<file path="src/rtl/dcache_top_if.sv">
// Bundle of the dcache stage's ALU request, writeback response and main-memory line buses.
// The slave modport is the cache's view; master is the surrounding pipeline and memory.
interface dcache_top_if #(
  parameter int unsigned ADDR_WIDTH     = 32,
  parameter int unsigned DATA_WIDTH     = 32,
  parameter int unsigned LINE_WIDTH     = 128,
  parameter int unsigned REG_ADDR_WIDTH = 5
);
  logic                      req_valid;
  logic [ADDR_WIDTH-1:0]     req_addr;
  logic                      req_size;
  logic                      req_is_store;
  logic [DATA_WIDTH-1:0]     req_data;
  logic                      req_m_type_instr;
  logic                      req_r_type_instr;
  logic [REG_ADDR_WIDTH-1:0] req_dst_reg;
  logic                      dcache_busy;
  logic                      rsp_wb_valid;
  logic                      rsp_wb_write_rf;
  logic [REG_ADDR_WIDTH-1:0] rsp_wb_dst_reg;
  logic [DATA_WIDTH-1:0]     rsp_wb_data;
  logic [DATA_WIDTH-1:0]     cache_data_bypass;
  logic                      xcpt_misaligned;
  logic                      req_mm_valid;
  logic                      req_mm_is_store;
  logic [ADDR_WIDTH-1:0]     req_mm_addr;
  logic [LINE_WIDTH-1:0]     req_mm_data;
  logic                      rsp_mm_valid;
  logic [LINE_WIDTH-1:0]     rsp_mm_data;

  modport slave (
    input  req_valid, req_addr, req_size, req_is_store, req_data, req_m_type_instr,
           req_r_type_instr, req_dst_reg, rsp_mm_valid, rsp_mm_data,
    output dcache_busy, rsp_wb_valid, rsp_wb_write_rf, rsp_wb_dst_reg, rsp_wb_data,
           cache_data_bypass, xcpt_misaligned, req_mm_valid, req_mm_is_store, req_mm_addr,
           req_mm_data
  );

  modport master (
    output req_valid, req_addr, req_size, req_is_store, req_data, req_m_type_instr,
           req_r_type_instr, req_dst_reg, rsp_mm_valid, rsp_mm_data,
    input  dcache_busy, rsp_wb_valid, rsp_wb_write_rf, rsp_wb_dst_reg, rsp_wb_data,
           cache_data_bypass, xcpt_misaligned, req_mm_valid, req_mm_is_store, req_mm_addr,
           req_mm_data
  );
endinterface

</file>
<file path="src/rtl/dcache_top.sv">
// Direct-mapped, write-back, write-allocate data cache stage; R-type results pass through.
// Misses walk IDLE -> (EVICT) -> FILL -> RESP, replaying the captured request in RESP.
module dcache_top #(
  parameter int unsigned DCACHE_LINES   = 4,
  parameter int unsigned LINE_WIDTH     = 128,
  parameter int unsigned ADDR_WIDTH     = 32,
  parameter int unsigned DATA_WIDTH     = 32,
  parameter int unsigned REG_ADDR_WIDTH = 5
) (
  input logic         clock,
  input logic         reset,
  dcache_top_if.slave bus
);
  localparam int unsigned OFF_W = $clog2(LINE_WIDTH / 8);
  localparam int unsigned IDX_W = $clog2(DCACHE_LINES);
  localparam int unsigned TAG_W = ADDR_WIDTH - IDX_W - OFF_W;

  typedef enum logic [1:0] {StIdle, StEvict, StFill, StResp} state_e;

  state_e                    r_state;
  logic [DCACHE_LINES-1:0]   r_valid;
  logic [DCACHE_LINES-1:0]   r_dirty;
  logic [TAG_W-1:0]          r_tag  [DCACHE_LINES];
  logic [LINE_WIDTH-1:0]     r_data [DCACHE_LINES];
  logic [ADDR_WIDTH-1:0]     r_cap_addr;
  logic                      r_cap_size;
  logic                      r_cap_store;
  logic [DATA_WIDTH-1:0]     r_cap_data;
  logic [REG_ADDR_WIDTH-1:0] r_cap_dst;
  logic                      r_wb_valid;
  logic                      r_wb_write_rf;
  logic [REG_ADDR_WIDTH-1:0] r_wb_dst;
  logic [DATA_WIDTH-1:0]     r_wb_data;
  logic                      r_xcpt;
  logic                      r_mm_valid;
  logic                      r_mm_store;
  logic [ADDR_WIDTH-1:0]     r_mm_addr;
  logic [LINE_WIDTH-1:0]     r_mm_data;

  logic                      w_use_cap;
  logic [ADDR_WIDTH-1:0]     w_addr;
  logic                      w_size;
  logic                      w_store;
  logic [DATA_WIDTH-1:0]     w_data;
  logic [REG_ADDR_WIDTH-1:0] w_dst;
  logic [IDX_W-1:0]          w_idx;
  logic [OFF_W-1:0]          w_off;
  logic [TAG_W-1:0]          w_tag;
  logic [LINE_WIDTH-1:0]     w_line;
  logic [LINE_WIDTH-1:0]     w_merged;
  logic [DATA_WIDTH-1:0]     w_ld;
  logic                      w_hit;
  logic                      w_misaligned;
  logic                      w_accept;
  logic                      w_miss;
  logic                      w_do_op;

  // Outside IDLE the datapath works on the captured request, so RESP reuses the hit logic.
  assign w_use_cap    = (r_state != StIdle);
  assign w_addr       = w_use_cap ? r_cap_addr  : bus.req_addr;
  assign w_size       = w_use_cap ? r_cap_size  : bus.req_size;
  assign w_store      = w_use_cap ? r_cap_store : bus.req_is_store;
  assign w_data       = w_use_cap ? r_cap_data  : bus.req_data;
  assign w_dst        = w_use_cap ? r_cap_dst   : bus.req_dst_reg;
  assign w_idx        = w_addr[OFF_W +: IDX_W];
  assign w_off        = w_addr[OFF_W-1:0];
  assign w_tag        = w_addr[ADDR_WIDTH-1 -: TAG_W];
  assign w_line       = r_data[w_idx];
  assign w_hit        = r_valid[w_idx] && (r_tag[w_idx] == w_tag);
  assign w_misaligned = w_size && (w_addr[1:0] != 2'b00);
  assign w_accept     = bus.req_valid && (r_state == StIdle);
  assign w_miss       = w_accept && bus.req_m_type_instr && !w_misaligned && !w_hit;
  assign w_do_op      = (r_state == StResp) ||
                        (w_accept && bus.req_m_type_instr && !w_misaligned && w_hit);

  always_comb begin
    w_merged = w_line;
    if (w_size) begin
      w_ld = w_line[w_off[OFF_W-1:2] * DATA_WIDTH +: DATA_WIDTH];
      w_merged[w_off[OFF_W-1:2] * DATA_WIDTH +: DATA_WIDTH] = w_data;
    end else begin
      w_ld = {{(DATA_WIDTH-8){1'b0}}, w_line[{w_off, 3'b000} +: 8]};
      w_merged[{w_off, 3'b000} +: 8] = w_data[7:0];
    end
  end

  // Data/tag arrays are deliberately left out of the reset branch.
  always_ff @(posedge clock or negedge reset) begin
    if (!reset) begin
      r_state       <= StIdle;
      r_valid       <= '0;
      r_dirty       <= '0;
      r_cap_addr    <= '0;
      r_cap_size    <= 1'b0;
      r_cap_store   <= 1'b0;
      r_cap_data    <= '0;
      r_cap_dst     <= '0;
      r_wb_valid    <= 1'b0;
      r_wb_write_rf <= 1'b0;
      r_wb_dst      <= '0;
      r_wb_data     <= '0;
      r_xcpt        <= 1'b0;
      r_mm_valid    <= 1'b0;
      r_mm_store    <= 1'b0;
      r_mm_addr     <= '0;
      r_mm_data     <= '0;
    end else begin
      r_wb_valid    <= 1'b0;
      r_wb_write_rf <= 1'b0;
      r_xcpt        <= 1'b0;
      if (w_do_op) begin
        r_wb_valid <= 1'b1;
        if (w_store) begin
          r_data[w_idx]  <= w_merged;
          r_dirty[w_idx] <= 1'b1;
        end else begin
          r_wb_write_rf <= 1'b1;
          r_wb_data     <= w_ld;
          r_wb_dst      <= w_dst;
        end
      end
      case (r_state)
        StIdle: begin
          if (w_accept && bus.req_m_type_instr) begin
            if (w_misaligned) begin
              r_wb_valid <= 1'b1;
              r_xcpt     <= 1'b1;
            end else if (!w_hit) begin
              r_cap_addr  <= bus.req_addr;
              r_cap_size  <= bus.req_size;
              r_cap_store <= bus.req_is_store;
              r_cap_data  <= bus.req_data;
              r_cap_dst   <= bus.req_dst_reg;
              r_mm_valid  <= 1'b1;
              if (r_valid[w_idx] && r_dirty[w_idx]) begin
                r_state    <= StEvict;
                r_mm_store <= 1'b1;
                r_mm_addr  <= {r_tag[w_idx], w_idx, {OFF_W{1'b0}}};
                r_mm_data  <= w_line;
              end else begin
                r_state    <= StFill;
                r_mm_store <= 1'b0;
                r_mm_addr  <= {w_tag, w_idx, {OFF_W{1'b0}}};
              end
            end
          end else if (w_accept && bus.req_r_type_instr) begin
            r_wb_valid    <= 1'b1;
            r_wb_write_rf <= 1'b1;
            r_wb_data     <= bus.req_data;
            r_wb_dst      <= bus.req_dst_reg;
          end
        end
        StEvict: begin
          if (bus.rsp_mm_valid) begin
            r_state    <= StFill;
            r_mm_store <= 1'b0;
            r_mm_addr  <= {w_tag, w_idx, {OFF_W{1'b0}}};
          end
        end
        StFill: begin
          if (bus.rsp_mm_valid) begin
            r_state        <= StResp;
            r_mm_valid     <= 1'b0;
            r_data[w_idx]  <= bus.rsp_mm_data;
            r_tag[w_idx]   <= w_tag;
            r_valid[w_idx] <= 1'b1;
            r_dirty[w_idx] <= 1'b0;
          end
        end
        StResp:  r_state <= StIdle;
        default: r_state <= StIdle;
      endcase
    end
  end

  assign bus.dcache_busy       = reset && ((r_state != StIdle) || w_miss);
  assign bus.rsp_wb_valid      = r_wb_valid;
  assign bus.rsp_wb_write_rf   = r_wb_write_rf;
  assign bus.rsp_wb_dst_reg    = r_wb_dst;
  assign bus.rsp_wb_data       = r_wb_data;
  assign bus.cache_data_bypass = r_wb_data;
  assign bus.xcpt_misaligned   = r_xcpt;
  assign bus.req_mm_valid      = r_mm_valid;
  assign bus.req_mm_is_store   = r_mm_store;
  assign bus.req_mm_addr       = r_mm_addr;
  assign bus.req_mm_data       = r_mm_data;
endmodule

</file>
<file path="src/flat_wrapper.sv">
// flat-port wrapper written by rule: the top's interface ports become plain ports
module dcache_top_flat 
#(
  parameter int unsigned DCACHE_LINES   = 4,
  parameter int unsigned LINE_WIDTH     = 128,
  parameter int unsigned ADDR_WIDTH     = 32,
  parameter int unsigned DATA_WIDTH     = 32,
  parameter int unsigned REG_ADDR_WIDTH = 5
)
  (clock, reset, bus_req_valid, bus_req_addr, bus_req_size, bus_req_is_store, bus_req_data, bus_req_m_type_instr, bus_req_r_type_instr, bus_req_dst_reg, bus_rsp_mm_valid, bus_rsp_mm_data, bus_dcache_busy, bus_rsp_wb_valid, bus_rsp_wb_write_rf, bus_rsp_wb_dst_reg, bus_rsp_wb_data, bus_cache_data_bypass, bus_xcpt_misaligned, bus_req_mm_valid, bus_req_mm_is_store, bus_req_mm_addr, bus_req_mm_data);
  dcache_top_if #(.ADDR_WIDTH(ADDR_WIDTH), .DATA_WIDTH(DATA_WIDTH), .LINE_WIDTH(LINE_WIDTH), .REG_ADDR_WIDTH(REG_ADDR_WIDTH)) bus_i ();
  input logic clock;
  input logic reset;
  input wire logic [$bits(bus_i.req_valid)-1:0] bus_req_valid;
  input wire logic [$bits(bus_i.req_addr)-1:0] bus_req_addr;
  input wire logic [$bits(bus_i.req_size)-1:0] bus_req_size;
  input wire logic [$bits(bus_i.req_is_store)-1:0] bus_req_is_store;
  input wire logic [$bits(bus_i.req_data)-1:0] bus_req_data;
  input wire logic [$bits(bus_i.req_m_type_instr)-1:0] bus_req_m_type_instr;
  input wire logic [$bits(bus_i.req_r_type_instr)-1:0] bus_req_r_type_instr;
  input wire logic [$bits(bus_i.req_dst_reg)-1:0] bus_req_dst_reg;
  input wire logic [$bits(bus_i.rsp_mm_valid)-1:0] bus_rsp_mm_valid;
  input wire logic [$bits(bus_i.rsp_mm_data)-1:0] bus_rsp_mm_data;
  output wire logic [$bits(bus_i.dcache_busy)-1:0] bus_dcache_busy;
  output wire logic [$bits(bus_i.rsp_wb_valid)-1:0] bus_rsp_wb_valid;
  output wire logic [$bits(bus_i.rsp_wb_write_rf)-1:0] bus_rsp_wb_write_rf;
  output wire logic [$bits(bus_i.rsp_wb_dst_reg)-1:0] bus_rsp_wb_dst_reg;
  output wire logic [$bits(bus_i.rsp_wb_data)-1:0] bus_rsp_wb_data;
  output wire logic [$bits(bus_i.cache_data_bypass)-1:0] bus_cache_data_bypass;
  output wire logic [$bits(bus_i.xcpt_misaligned)-1:0] bus_xcpt_misaligned;
  output wire logic [$bits(bus_i.req_mm_valid)-1:0] bus_req_mm_valid;
  output wire logic [$bits(bus_i.req_mm_is_store)-1:0] bus_req_mm_is_store;
  output wire logic [$bits(bus_i.req_mm_addr)-1:0] bus_req_mm_addr;
  output wire logic [$bits(bus_i.req_mm_data)-1:0] bus_req_mm_data;
  assign bus_i.req_valid = bus_req_valid;
  assign bus_i.req_addr = bus_req_addr;
  assign bus_i.req_size = bus_req_size;
  assign bus_i.req_is_store = bus_req_is_store;
  assign bus_i.req_data = bus_req_data;
  assign bus_i.req_m_type_instr = bus_req_m_type_instr;
  assign bus_i.req_r_type_instr = bus_req_r_type_instr;
  assign bus_i.req_dst_reg = bus_req_dst_reg;
  assign bus_i.rsp_mm_valid = bus_rsp_mm_valid;
  assign bus_i.rsp_mm_data = bus_rsp_mm_data;
  assign bus_dcache_busy = bus_i.dcache_busy;
  assign bus_rsp_wb_valid = bus_i.rsp_wb_valid;
  assign bus_rsp_wb_write_rf = bus_i.rsp_wb_write_rf;
  assign bus_rsp_wb_dst_reg = bus_i.rsp_wb_dst_reg;
  assign bus_rsp_wb_data = bus_i.rsp_wb_data;
  assign bus_cache_data_bypass = bus_i.cache_data_bypass;
  assign bus_xcpt_misaligned = bus_i.xcpt_misaligned;
  assign bus_req_mm_valid = bus_i.req_mm_valid;
  assign bus_req_mm_is_store = bus_i.req_mm_is_store;
  assign bus_req_mm_addr = bus_i.req_mm_addr;
  assign bus_req_mm_data = bus_i.req_mm_data;
  dcache_top #(.DCACHE_LINES(DCACHE_LINES), .LINE_WIDTH(LINE_WIDTH), .ADDR_WIDTH(ADDR_WIDTH), .DATA_WIDTH(DATA_WIDTH), .REG_ADDR_WIDTH(REG_ADDR_WIDTH)) u_core (.clock(clock), .reset(reset), .bus(bus_i));
endmodule
</file>
<file path="config.mk">
export PLATFORM = sky130hd
export DESIGN_NAME = dcache_top_flat
export DESIGN_NICKNAME = d
export VERILOG_FILES = /design/src/rtl/dcache_top_if.sv /design/src/rtl/dcache_top.sv /design/src/flat_wrapper.sv
export SDC_FILE = /design/constraint.sdc
export NUM_CORES = 2
export LEC_CHECK = 0
export CORE_MARGIN = 5
export CORE_UTILIZATION = 51
export CTS_CLUSTER_SIZE = 16
export DETAILED_ROUTE_END_ITERATION = 6
export GPL_TIMING_DRIVEN = 0
export PLACE_DENSITY = 0.73
export RECOVER_POWER = 50
export SYNTH_ARGS = -nofsm -noshare
export SYNTH_HDL_FRONTEND = slang
export SYNTH_SLANG_ARGS = --single-unit
</file>
<file path="constraint.sdc">
create_clock -name clock -period 27.6 [get_ports clock]
set_clock_uncertainty 0.05 [all_clocks]
set_input_delay 5.52 -clock clock [delete_from_list [all_inputs] [get_ports clock]]
set_output_delay 5.52 -clock clock [all_outputs]
set_load 0.005 [all_outputs]
</file>
Word-level counts from Yosys, hierarchy flattened
Memories as Yosys holds them, arrays and structs flattened.
Cells that the tools add are included.
- $add $sub $neg: 2
- magnitude comparators: 2
- equality and inequality tests: 9
- shift operators: 6
- mux-type cells: 72
- bitwise operators: 7
- reduce and logical (&&, ||, !) cells: 28
- operators with widths (operator ; number):
    32-bit two-way mux ; 13
    128-bit bitwise mux ; 2
    128-bit two-way mux ; 2
    32-bit by 34-bit variable shift with 128-bit output (first input constant) ; 1
    8-bit by 9-bit variable shift with 128-bit output (first input constant) ; 1
    128-bit by 8-bit indexed part select with 32-bit output ; 1
    128-bit by 8-bit indexed part select with 8-bit output ; 1
    32-bit by 34-bit indexed part select with 128-bit output ; 1
    8-bit by 9-bit indexed part select with 128-bit output ; 1
    32-bit case mux with 2 select lines ; 1
    7-bit negator with 34-bit output ; 1
    1-bit two-way mux ; 32
    5-bit two-way mux ; 6
    26-bit == test ; 1
    5-bit AND reduction ; 4
    4-bit two-way mux ; 4
    1-bit logical AND ; 13
    2-bit two-way mux ; 6
    2-bit != test (second input constant) ; 5
    7-bit negator with 9-bit output ; 1
    4-bit OR ; 2
    2-bit case mux with 4 select lines ; 1
    2-bit nonzero test ; 4
    4-bit AND ; 1
    15 further kinds ; 21
- register bits after elaboration: 283
- RAM bits: 616
- bits of input ports: 205
- output and inout bits: 235
- logic and storage cells: 145
- memories kept: 2
- memories (memory ; depth ; width ; read ports ; clocked after Yosys merged registers in ; write ports ; RTL line ; RTL):
    u_core.r_data ; 4 ; 128 ; 1 ; 0 ; 1 ; dcache_top.sv:24 ; logic [LINE_WIDTH-1:0] r_data [DCACHE_LINES];
    u_core.r_tag ; 4 ; 26 ; 1 ; 0 ; 1 ; dcache_top.sv:23 ; logic [TAG_W-1:0] r_tag [DCACHE_LINES];

Logic depth before layout (Yosys ltp)
- depth after elaboration: 12
- mapped depth: 20
- depth with buffers taken out: 13

Least setup slack after synthesis
Ideal clock, no wire load.
- path kind: in2reg
- from: in bus_req_addr[4]
- to: mem u_core.r_data[0][0] (enable)
- arrival: 14.015 ns
- required time: 26.892 ns
- setup slack: 12.877 ns
- stages: 13
- cell sequence: buf_2 or3b_2 buf_2 and2_1 buf_2 o22ai_1 o21ai_1 a2111oi_2 nand4_1 nor4_2 or2_2 nand2_1 a21oi_1
- cells in the longest elaborated chain, start to end: 10
- RTL lines (element ; RTL line ; RTL):
    start, declared ; flat_wrapper.sv:15 ; input wire logic [$bits(bus_i.req_addr)-1:0] bus_req_addr;
    32-bit two-way mux (*) ; dcache_top.sv:60 ; assign w_addr = w_use_cap ? r_cap_addr : bus.req_addr;
    memory read 4 x 26 bit or 1-bit binary-select mux with 2-bit select (tied branches) ; - ;
    26-bit == test or 1-bit two-way mux (tied branches) ; dcache_top.sv:69 ; assign w_hit = r_valid[w_idx] && (r_tag[w_idx] == w_tag);
    1-bit logical AND ; dcache_top.sv:69 ;
    1-bit logical AND ; dcache_top.sv:74 ; (w_accept && bus.req_m_type_instr && !w_misaligned && w_hit);
    1-bit logical OR ; dcache_top.sv:73 ; assign w_do_op = (r_state == StResp) ||
    1-bit two-way mux ; dcache_top.sv:111 ; if (w_do_op) begin
    1-bit logical AND (not written as such) ; dcache_top.sv:114 ; r_data[w_idx] <= w_merged;
    1-bit two-way mux (not written as such) ; dcache_top.sv:114 ;
    1-bit OR (no line) ; - ;
    end, declared ; dcache_top.sv:24 ;
Mark *: on every way between the ends. The rest lies on a longest branch, timed or not. The select of a mux whose other input is x is not followed.

Worst setup path after layout
- from: in reset
- to: out bus_dcache_busy
- cells in the longest elaborated chain, start to end: 1
- RTL lines (element ; RTL line ; RTL):
    start, declared ; flat_wrapper.sv:13 ; input logic reset;
    1-bit logical AND ; dcache_top.sv:176 ; assign bus.dcache_busy = reset && ((r_state != StIdle) || w_miss);
    end, declared ; flat_wrapper.sv:24 ; output wire logic [$bits(bus_i.dcache_busy)-1:0] bus_dcache_busy;
Every way passes these cells.

==> results_tabular.tex <==
\begin{tabular}{lr}
\hline
Metric & Value \\
\hline
\multicolumn{2}{l}{\textbf{Timing}} \\
Final number of setup-violating endpoints & 0 \\
Setup repair after global routing missed its margin & no \\
Slack of the critical path & roughly 7.7 ns \\
Period Utilization, post-route & between 70\% and 80\% \\
FMAX & between 50 and 60 MHz \\
Transition time at the pin with the least slew margin & 6.06 ns \\
Slew Viols, Final & between 400 and 500 \\
Relative slew slack & -304\% \\
Final Hold Viols & 0 \\
Post-route setup TNS & 0 ns \\
Final Critical Period & between 15 and 20 ns \\
\multicolumn{2}{l}{\textbf{Setup path}} \\
Maximum single-stage delay on the critical path & 4.37 ns \\
Startpoint types & input pin \\
Worst setup startpoint & reset \\
Worst Setup End Kind & output pin \\
Critical path cell sequence & clkbuf\_1 > clkbuf\_1 > and2\_1 > clkdlybuf4s50\_1 \\
Cell with the biggest individual delay on the critical path & sky130\_fd\_sc\_hd\_\_clkbuf\_1 \\
Arrival time of the worst setup path & $\sim$14 ns \\
Top cell by count, worst path & sky130\_fd\_sc\_hd\_\_clkbuf\_1 \\
Critical path fanouts, max & 114 \\
Classification of the worst setup path & in2out \\
Data required time of the critical path & between 20 and 25 ns \\
Launching point of the worst reg2reg path & u\_core.r\_state[0] \\
\multicolumn{2}{l}{\textbf{Placed design}} \\
Cell area after placement & 0.0493 sq mm \\
Placed cell count & roughly 4700 \\
Worst slack at placement & 11.55 ns \\
GPL Wtd Cong & 1.10 \\
Count of port buffers added during placement & 434 \\
DP HPWL & between 100000 and 150000 microns \\
\multicolumn{2}{l}{\textbf{Logic synthesis}} \\
Per-instance average area after synthesis & 13.6 sq um \\
Cell area after synthesis & 0.0430 sq mm \\
Post-synth top area cell & sky130\_fd\_sc\_hd\_\_edfxtp\_1 \\
Area share of the largest cell type after synthesis & 43.1\% \\
Synthesized instance count & 3166 \\
Top\_reg\_cell synth & sky130\_fd\_sc\_hd\_\_edfxtp\_1 \\
Share of the yosys chip area belonging to registers & 59.3\% \\
Most common cell in the netlist & sky130\_fd\_sc\_hd\_\_edfxtp\_1 \\
Share of async-settable or async-resettable flops after synthesis & between 30\% and 40\% \\
Register bit count reported by yosys & 895 \\
Number of enable-type register cells in the synthesized netlist & a little over 600 \\
Dominant cells by area after synthesis & sky130\_fd\_sc\_hd\_\_edfxtp\_1, sky130\_fd\_sc\_hd\_\_dfrtp\_1, sky130\_fd\_sc\_hd\_\_mux4\_2 \\
Yosys cell types & 73 \\
Cell types with the highest counts after synthesis & sky130\_fd\_sc\_hd\_\_edfxtp\_1, sky130\_fd\_sc\_hd\_\_nand2\_1, sky130\_fd\_sc\_hd\_\_dfrtp\_1, sky130\_fd\_sc\_hd\_\_nor2\_1, sky130\_fd\_sc\_hd\_\_mux2i\_1 \\
Warnings, synthesis & 0 \\
\multicolumn{2}{l}{\textbf{Layout}} \\
Multi-input logic area & 0.0157 sq mm \\
Register name with the most flops & u\_core.r\_data \\
Sequential cell area & 0.0255 sq mm \\
FILL cells & between 6000 and 7000 \\
Layout cell share with drive strength beyond 1 & 16.1\% \\
Max FFs per register & around 500 \\
Share of the core filled with cells & 62.5\% \\
Area added between synthesis and finish & 21.6\% \\
Summed area of non-filler cells in the final layout & 0.0522 sq mm \\
Final \#Nets & 3942 \\
Final Non-Filler Cells & 4894 \\
\multicolumn{2}{l}{\textbf{CTS}} \\
Post-CTS sizing & 0 \\
CTS tree & done \\
Setup fix buffers added after clock tree synthesis & 0 \\
Hold-fix buffers at CTS & 0 \\
Master cell of the clock root buffer & sky130\_fd\_sc\_hd\_\_clkbuf\_16 \\
CTS clock-pin slew for the worst setup and hold paths & roughly 0.07 ns \\
Clock tree sinks & 895 \\
Number of buffers between clock root and the deepest sink & 3 \\
Clk Latency, worst-skew pair & 0.68 ns \\
Number of buffers created by CTS & 92 \\
Htree depth & 3 \\
\multicolumn{2}{l}{\textbf{Drt}} \\
Post-detailed-route count of antenna-violating nets & 0 \\
Pre-antenna DRT Iters & 7 \\
Total detailed-routing wirelength & 187000 microns \\
Detail-routed via count per cell & 6.92 \\
Initial DRC Count & about 5000 \\
Routed len/inst & 38.2 microns \\
Routed vias & roughly 34000 \\
Residual DRC count & 4 \\
\multicolumn{2}{l}{\textbf{Status}} \\
Run status & finished with violations \\
Violations in the final reports & DRC, capacitance limit, slew limit \\
\multicolumn{2}{l}{\textbf{Global routing}} \\
Global-route usage over all layers & 40.6\% \\
Global-route wire length before repair & 257000 microns \\
Largest net degree at the start of global routing & 115 \\
Total global routing overflow & 0 \\
Number of antenna violations at the first check in global routing & 6 \\
Via count of the first global-routing pass & approximately 33000 \\
\multicolumn{2}{l}{\textbf{Die}} \\
Initial cell density of the core & between 50\% and 60\% \\
Total I/O pin count & 440 \\
Die area & 0.0901 sq mm \\
Die Width & 300 microns \\
Height of the chip & 300 microns \\
Floorplan row count & 106 \\
Placeable core region & 0.0836 sq mm \\
\multicolumn{2}{l}{\textbf{Power and ir drop}} \\
Ratio of total power to cell area & 148 mW/mm\^{}2 \\
IR Drop Worst-Case VDD & about 0.085 mV \\
Standby leakage power & 19.7 nW \\
\multicolumn{2}{l}{\textbf{Min path}} \\
Worst Min Path Start & u\_core.r\_valid[1] \\
Hold/Removal Path Class & reg2reg \\
\multicolumn{2}{l}{\textbf{Run}} \\
Max-cap violation count & 11 \\
\hline
\end{tabular}
[kinds of logic after synthesis]
logic type               Yosys count  share of synthesized area [%]
flip-flops                       895                           59.3
AO/OA/AOI/OAI                    610                           9.97
AND/OR/NAND/NOR                  758                           7.71
other                              1                        0.00873
buffers and inverters            314                           3.75
XOR/XNOR                          27                          0.551
adder cells (fa/ha/maj)           13                          0.379
multiplexers                     548                           18.3
[report_power, final]
| group | internal (mW) | switching [mW] | leakage [nW] |
|---|---|---|---|
| Sequential | 2.02 | 0.137 | 9.13 |
| Clock | 0.807 | 0.553 | 1.62 |
| Combinational | 1.33 | 2.86 | 8.97 |
| Total | 4.16 | 3.55 | 19.7 |
[layer usage]
metal	vias up	track usage, %	part of all wire [%]
met2	2854	62.2	45
met3	612	9.98	12
met1	17065	53.3	35
li1	13357	-	-
met5	-	0	0.0069
met4	2	23.5	7.5
[metrics by stage]
| step | power [mW] | hold slack [ns] |
|---|---|---|
| finish | 7.70 | 0.426 |
| detailed placement | 6.26 | 0.409 |
| global route | 7.83 | 0.440 |
| floorplan | 4.31 | 0.373 |
| CTS | 7.62 | 0.424 |
| global placement | 6.22 | 0.404 |
[layout by cell type, fill, tap and decap left out, types with 24 or more instances in the layout]
cell type	count
sky130_fd_sc_hd__nor2_1	169
sky130_fd_sc_hd__xnor2_1	26
sky130_fd_sc_hd__o31ai_1	82
sky130_fd_sc_hd__edfxtp_1	616
sky130_fd_sc_hd__nand3_1	96
sky130_fd_sc_hd__clkbuf_1	183
sky130_fd_sc_hd__buf_4	45
sky130_fd_sc_hd__clkdlybuf4s50_1	181
sky130_fd_sc_hd__o21ai_0	109
sky130_fd_sc_hd__mux2_4	56
sky130_fd_sc_hd__clkbuf_16	97
sky130_fd_sc_hd__nand2_1	383
sky130_fd_sc_hd__a211oi_1	87
sky130_fd_sc_hd__a21oi_1	87
sky130_fd_sc_hd__a221oi_1	98
sky130_fd_sc_hd__dfrtp_1	279
sky130_fd_sc_hd__dlygate4sd3_1	252
sky130_fd_sc_hd__inv_1	44
sky130_fd_sc_hd__buf_2	43
sky130_fd_sc_hd__nand4b_1	24
sky130_fd_sc_hd__mux4_2	134
sky130_fd_sc_hd__mux2i_1	157
sky130_fd_sc_hd__mux2_2	134
sky130_fd_sc_hd__mux2_1	65
[area by class of cell]
| class | instances | share of cell area, % |
|---|---|---|
| well taps | 1080 | 2.59 |
| clock inverters | 44 | 1.27 |
| multi-input cells | 1960 | 30.1 |
| repair buffers | 461 | 9.22 |
| diodes | 10 | 0.0479 |
| flip-flops and latches | 895 | 48.8 |
| plain buffers | 270 | 2.56 |
| inverters | 44 | 0.316 |
| clock buffers | 130 | 5.13 |
[critical path, delay by kind of cell]
family	cells	cell delay, ns
AND/OR/NAND/NOR	1	0.51
buffers and inverters	3	8.04
[path summary, 6_finish.rpt]
path | cells after the start | end | slack (ns)
setup / recovery | 4 | bus_dcache_busy | 7.73
hold / removal | 1 | u_core.r_valid[1] | 0.43
setup reg to reg | 18 | u_core.r_data[1][60] | 18.72
hold reg to reg | 1 | u_core.r_valid[1] | 0.43
max in group asynchronous | 2 | u_core.bus.req_mm_data[55] | 13.49
min in group asynchronous | 1 | u_core.r_cap_addr[10] | 6.40
No activity file was read; power rests on OpenSTA's default activity.
